--- config.mk ---
export PLATFORM = sky130hd
export DESIGN_NAME = syn_fifo_reader
export DESIGN_NICKNAME = d
export VERILOG_FILES = /design/src/rtl/syn_fifo_reader.sv
export SDC_FILE = /design/constraint.sdc
export NUM_CORES = 1
export LEC_CHECK = 0
export BUFFER_PORTS_ARGS = -buffer_cell sky130_fd_sc_hd__buf_2
export CORE_MARGIN = 2
export CORE_UTILIZATION = 25
export DETAILED_ROUTE_END_ITERATION = 8
export PLACE_DENSITY = 0.52
export SYNTH_ARGS = -nofsm -noshare
export SYNTH_HDL_FRONTEND = slang
export SYNTH_SLANG_ARGS = --single-unit
export TNS_END_PERCENT = 100
--- constraint.sdc ---
create_clock -name clk -period 2.5 [get_ports clk]
set_input_delay 0.375 -clock clk [delete_from_list [all_inputs] [get_ports clk]]
set_output_delay 0.375 -clock clk [all_outputs]
set_load 0.01 [all_outputs]
--- src/rtl/syn_fifo_reader.sv ---
// Drains an attached synchronous FIFO into a valid/ready stream.
// Reads are issued only in RUN, only while the FIFO reports data, and only while the
// two-entry output buffer can absorb every word already requested. The FIFO returns
// registered data one cycle after a read, so each read is tracked by an in-flight flag
// until its word is captured.
// Optional build macro SYN_FIFO_READER_CNT_EN adds rd_count, a 16-bit wrapping count
// of stream transfers.
module syn_fifo_reader #(
  parameter int unsigned DATA_WIDTH = 8
) (
  input  logic                  clk,
  input  logic                  rst,
  input  logic                  enable,
  input  logic                  fifo_empty,
  input  logic [DATA_WIDTH-1:0] fifo_data,
  output logic                  fifo_rd_cs,
  output logic                  fifo_rd_en,
  output logic                  m_valid,
  output logic [DATA_WIDTH-1:0] m_data,
  input  logic                  m_ready,
`ifdef SYN_FIFO_READER_CNT_EN
  output logic                  busy,
  output logic [15:0]           rd_count
`else
  output logic                  busy
`endif
);

  typedef enum logic [1:0] {
    StIdle,
    StRun,
    StDrain
  } state_e;

  state_e state_q, state_d;

  logic                  inflight_q;
  logic [1:0]            occ_q, occ_d;
  logic [DATA_WIDTH-1:0] buf0_q, buf0_d;
  logic [DATA_WIDTH-1:0] buf1_q, buf1_d;

  logic       rd_issue;
  logic       xfer;
  logic [1:0] occ_after_xfer;
  logic [1:0] pending;

  // buf0 is always the head of the output buffer.
  assign m_valid = (occ_q != 2'd0);
  assign m_data  = buf0_q;
  assign xfer    = m_valid & m_ready;
  assign busy    = (state_q != StIdle);

  // Words left in the buffer after this cycle's transfer plus the word in flight.
  // Counting the departing word lets a new read overlap a transfer, which keeps the
  // stream gap-free when m_ready stays high.
  assign occ_after_xfer = occ_q - {1'b0, xfer};
  assign pending        = occ_after_xfer + {1'b0, inflight_q};

  // Read-issue term shared by both FIFO read strobes.
  always_comb begin
    rd_issue = 1'b0;
    if ((state_q == StRun) && !fifo_empty && (pending < 2'd2)) begin
      rd_issue = 1'b1;
    end
  end

  assign fifo_rd_cs = rd_issue;
  assign fifo_rd_en = rd_issue;

  // Output buffer next state: pop the head, then append the captured word behind
  // whatever remains so order is preserved when capture and transfer coincide.
  always_comb begin
    buf0_d = buf0_q;
    buf1_d = buf1_q;
    occ_d  = pending;
    if (xfer) begin
      buf0_d = buf1_q;
    end
    if (inflight_q) begin
      if (occ_after_xfer == 2'd0) begin
        buf0_d = fifo_data;
      end else begin
        buf1_d = fifo_data;
      end
    end
  end

  // Buffer, occupancy and in-flight registers.
  always_ff @(posedge clk or posedge rst) begin
    if (rst) begin
      buf0_q     <= '0;
      buf1_q     <= '0;
      occ_q      <= 2'd0;
      inflight_q <= 1'b0;
    end else begin
      buf0_q     <= buf0_d;
      buf1_q     <= buf1_d;
      occ_q      <= occ_d;
      inflight_q <= rd_issue;
    end
  end

  // Control FSM next state: DRAIN lets requested words finish before going idle.
  always_comb begin
    state_d = state_q;
    unique case (state_q)
      StIdle: begin
        if (enable) begin
          state_d = StRun;
        end
      end
      StRun: begin
        if (!enable) begin
          state_d = StDrain;
        end
      end
      StDrain: begin
        if (enable) begin
          state_d = StRun;
        end else if (!inflight_q && (occ_q == 2'd0)) begin
          state_d = StIdle;
        end
      end
      default: state_d = StIdle;
    endcase
  end

  // Control FSM state register.
  always_ff @(posedge clk or posedge rst) begin
    if (rst) begin
      state_q <= StIdle;
    end else begin
      state_q <= state_d;
    end
  end

`ifdef SYN_FIFO_READER_CNT_EN
  logic [15:0] rd_count_q;

  // Transfer counter; wraps naturally at 16 bits.
  always_ff @(posedge clk or posedge rst) begin
    if (rst) begin
      rd_count_q <= 16'd0;
    end else if (xfer) begin
      rd_count_q <= rd_count_q + 16'd1;
    end
  end

  assign rd_count = rd_count_q;
`endif

endmodule

**Word level (Yosys, flattened, before mapping)**

Cells that the tools add are included.

- Bits of input ports: 13
- Register bits after elaboration: 21
- Logic and storage cells: 36
- Output and inout bits: 12

- Bitwise logic cells: 2
- Reductions and logical operators: 12
- Add/subtract/negate cells: 2
- Order comparisons: 1
- Multiplexer cells: 9
- Eq/ne operators: 5

Operators by type and width:

| kind | count |
|---|---|
| 8-bit two-way mux | 3 |
| 2-bit two-way mux | 4 |
| 2-bit zero test | 3 |
| 2-bit case mux with 3 select lines | 1 |
| 2-bit != test (second input constant) | 2 |
| 2-bit nonzero test | 2 |
| 1-bit logical AND | 3 |
| 3-bit != test (second input constant) | 1 |
| 3-bit AND reduction | 1 |
| 2-bit by 1-bit adder with 2-bit output | 1 |
| 2-bit by 1-bit == test with 1-bit output (second input constant) | 1 |
| 2-bit == test (second input constant) | 1 |
| 1-bit zero test | 2 |
| 2-bit less-than comparator (second input constant) | 1 |
| 2-bit AND reduction | 1 |
| 2-bit by 1-bit subtractor with 2-bit output | 1 |
| 1-bit bitwise AND | 1 |
| 1-bit two-way mux | 1 |
| 1-bit NOT | 1 |

**Logic depth before layout (Yosys ltp)**

- Word-level depth: 7
- Gate-level depth with buffers: 9
- Gate-level depth less buffers: 8

**Least setup slack after synthesis**

No wires, ideal clock.

- Path kind: reg2out
- From: reg occ_q[1]
- To: out fifo_rd_en
- Path slack: -124 ps
- Stages on the path, launching flop included: 10
- Data required time: 2125 ps
- Arrival time: 2249 ps
- Path buffers: 1
- Cells stage by stage: dfrtp_1 -> o21ai_2 -> inv_2 -> ha_1 -> inv_1 -> ha_1 -> xnor2_1 -> xnor2_1 -> nor3_1 -> buf_4

- Longest elaborated chain between the ends: 7

Ends and longest elaborated chain:

| element | RTL line | text |
|---|---|---|
| start: declaration | 38 | `logic [1:0] occ_q, occ_d;` |
| start signal: assignment | 93 | `occ_q <= 2'd0;` |
| start signal: assignment | 98 | `occ_q <= occ_d;` |
| 2-bit nonzero test | 48 | `assign m_valid = (occ_q != 2'd0);` |
| 1-bit bitwise AND | 50 | `assign xfer = m_valid & m_ready;` |
| 2-bit by 1-bit subtractor with 2-bit output * | 56 | `assign occ_after_xfer = occ_q - {1'b0, xfer};` |
| 2-bit by 1-bit adder with 2-bit output * | 57 | `assign pending = occ_after_xfer + {1'b0, inflight_q};` |
| named net occ_d[1] | 38 |  |
| 2-bit less-than comparator * | 62 | `if ((state_q == StRun) && !fifo_empty && (pending < 2'd2)) begin` |
| 1-bit logical AND * | 62 |  |
| 1-bit two-way mux * | 62 |  |
| end: declaration | 17 | `output logic fifo_rd_en,` |

Mark *: on every way through the listed nets, which the timed path passes. The rest lies on a longest branch.

**Worst setup path in the final report**

- From: reg occ_q[1]
- To: out fifo_rd_cs

- Longest elaborated chain between the ends: 7

Ends and longest elaborated chain:

| element | RTL line | text |
|---|---|---|
| 2-bit nonzero test | 48 |  |
| 1-bit bitwise AND | 50 |  |
| 2-bit by 1-bit subtractor with 2-bit output * | 56 |  |
| 2-bit by 1-bit adder with 2-bit output * | 57 |  |
| named net occ_d[1] | 38 |  |
| 2-bit less-than comparator * | 62 |  |
| 1-bit logical AND * | 62 |  |
| 1-bit two-way mux * | 62 |  |
| end: declaration | 16 | `output logic fifo_rd_cs,` |

Marks and branches as above.

==> qor.yml <==
maxCapViolCount: 0
cts_buffers: 3
dpl.hpwl_um: 1320
setup_violations: 0
fmax_mhz: 407
syn-cell-area_um2: 908
firstDrtPassIters: 4
drc: 0
gr-total-overflow: 0
worstRegToRegCells: 6
fin_ws_ps: 40.1
drt_iter0_markers: 12
yosys_warnings: 0
period_needed_ps: 2460
die_x_um: 64.3
syn_inst: 82
syn_nets: 97
path_clk_slew_ps: 110
vias_per_cell: 4.28
io_buffers: 24
synth_cell_types: 20
layout-drive-gt1-share_pct: 48.3
grt_pass1_wl_um: 3320
yosysSeqAreaShare_pct: 57.9
synth_top_area_cell: "dfrtp_1"
area_delta_synth_final_pct: 33.6
root_buffer: "clkbuf_4"
cp_max_fo: 3
reg2reg_from: "occ_q[1]"
grtUsageMet1_pct: 12.7
critPathRequiredTime_ps: 2120
r2r_end: "buf1_q[5]"
pre_cts_ws_ps: 118
grt_pass1_vias: 729
met2_usage_pct: 17.8
rows: 21
final_cell_mix: "24 x buf_2, 20 x dfrtp_1, 16 x nand2_1"
worstSetupPathType: "reg2out"
fin_worst_skew_ps: 1.32
grt_max_degree: 22
cts.htree.levels: 1
drtAntennaViolNets: 0
grtUsageMet3_pct: 1.94
clock_path_buffers: 2
critPathArrivalTime_ps: 2080
track_usage_pct: 10.4
tritoncts: "yes"
synth-seq-cells: 21
ctsHoldBuffers: 0
pin_count: 25
busiest_layer: "met2"
leakagePower_uw: 0.000583
core_mm2: 0.00342
synth_top_area_share_pct: 57.9
nets: 132
rsz0062_at_grt: "true"
synth.area.top_cells: "dfrtp_1 58%, mux2_2 9.9%, nand2_1 6.6%"
finalWirelength_um: 1860
start_util_pct: 26.6
clk_latency_ps: 290
hold_class: "in2async"
irDropWorstVdd_mv: 0.290
globalplace.congestion: 0.712
final_cells: 162
final_common_cell: "buf_2"
avgSynthCellArea_um2: 11.1
end_kind: "output port"
hold_viol_final: 0
fillers: 359
fin_crit_sh_pct: 98.4
wire_per_inst_um: 11.5
worst_setup_path_start_kind: "flip-flop"
clock_sinks: 21
vias: 694
powerDensity_mw_per_mm2: 1150
dp.cells: 151
maxSlewHeadroom_pct: 47.4
slew_viol_final: 0
status: "completed"
antenna_cells: 0
tightest_slew_ps: 788
antenna_found_initial: 0
fp.dieH_um: 64.3
die_area_mm2: 0.00413
r2r_slack_ps: 660
## kinds of logic after synthesis
logic type / after synthesis / share of synthesized area [%]
AND/OR/NAND/NOR: 30 / 14.5
adder cells (fa/ha/maj): 2 / 2.75
flip-flops: 21 / 57.9
multiplexers: 8 / 9.92
AO/OA/AOI/OAI: 13 / 9.37
buffers and inverters: 6 / 3.72
XOR/XNOR: 2 / 1.93
## through the flow
stage	utilization [%]	hold WS, ps	total power, uW	area, um2	setup TNS, ps
detailed placement	31.6	492	1070	1080	0
finish	35.5	205	1390	1210	0
CTS	34.4	212	1330	1170	0
floorplan	-	352	908	913	0
global route	35.5	207	1520	1210	-203
global placement	31.6	463	1050	1080	0
## sequential cells by signal, summed over array words and instances (netlist names)
name        count
state_q         2
buf1_q          8
occ_q           2
inflight_q      1
m_data          8
## worst max-delay path: stages (launching register included)
cell     delay [ps]
dfrtp_2         430
o21ai_2         170
inv_2            70
ha_4            280
inv_4            40
ha_4            160
xnor2_4         130
xnor2_2         150
nor3_2          200
buf_2           170
## Yosys cell counts
library cell and number:
nand2_1 16, nor2_1 8, or2_2 2, dfrtp_1 21
buf_6 1, nand3b_2 1, xnor2_1 2, inv_2 1
a21oi_1 1, a31oi_1 8, nand2b_1 1, a21boi_0 1
ha_1 2, nor2b_1 1, inv_1 3, buf_4 1
mux2_2 8, nor3_1 1, o21ai_0 1, o21ai_2 2
## worst max-delay path by stage
| stage | start | to | slack (ps) | cells past startpoint |
|---|---|---|---|---|
| 3_5_place_dp | occ_q[1] | fifo_rd_cs | 120 | 9 |
| 5_1_grt | occ_q[1] | fifo_rd_cs | -100 | 9 |
| 3_3_place_gp | occ_q[1] | fifo_rd_en | 230 | 9 |
| 2_1_floorplan | occ_q[1] | fifo_rd_en | 10 | 9 |
| 6_report | occ_q[1] | fifo_rd_cs | 40 | 9 |
| 4_1_cts | occ_q[0] | fifo_rd_cs | 7 | 9 |
## what timing repair did
| action | in CTS | in global routing |
|---|---|---|
| pin swaps | 4 | 5 |
| hold endpoints to repair | 0 | 0 |
| setup endpoints to repair | 2 | 2 |
| buffers inserted | 6 | 1 |
| resized for setup | 5 | 4 |
## metal layers
metal  wire (um)  vias to the layer above
met5           0                        -
met4          33                        0
met3          50                        2
met2         933                        8
met1         845                      338
li1            -                      346
## power breakdown
| group | internal [uW] | switching [uW] | total [uW] |
|---|---|---|---|
| sequential | 493 | 79.4 | 572 |
| combinational | 358 | 302 | 660 |
| clock | 62.0 | 98.3 | 160 |
| total | 913 | 480 | 1390 |
## final cells by class
cell class	count	area, um2	share of cell area [%]
Inverter	4	17.5	1.44
Tap cell	46	57.6	4.74
Multi-Input combinational cell	55	405	33.4
Clock buffer	4	26.3	2.16
Timing Repair Buffer	32	180	14.8
Sequential cell	21	527	43.4
No activity file was read; power rests on OpenSTA's default activity.
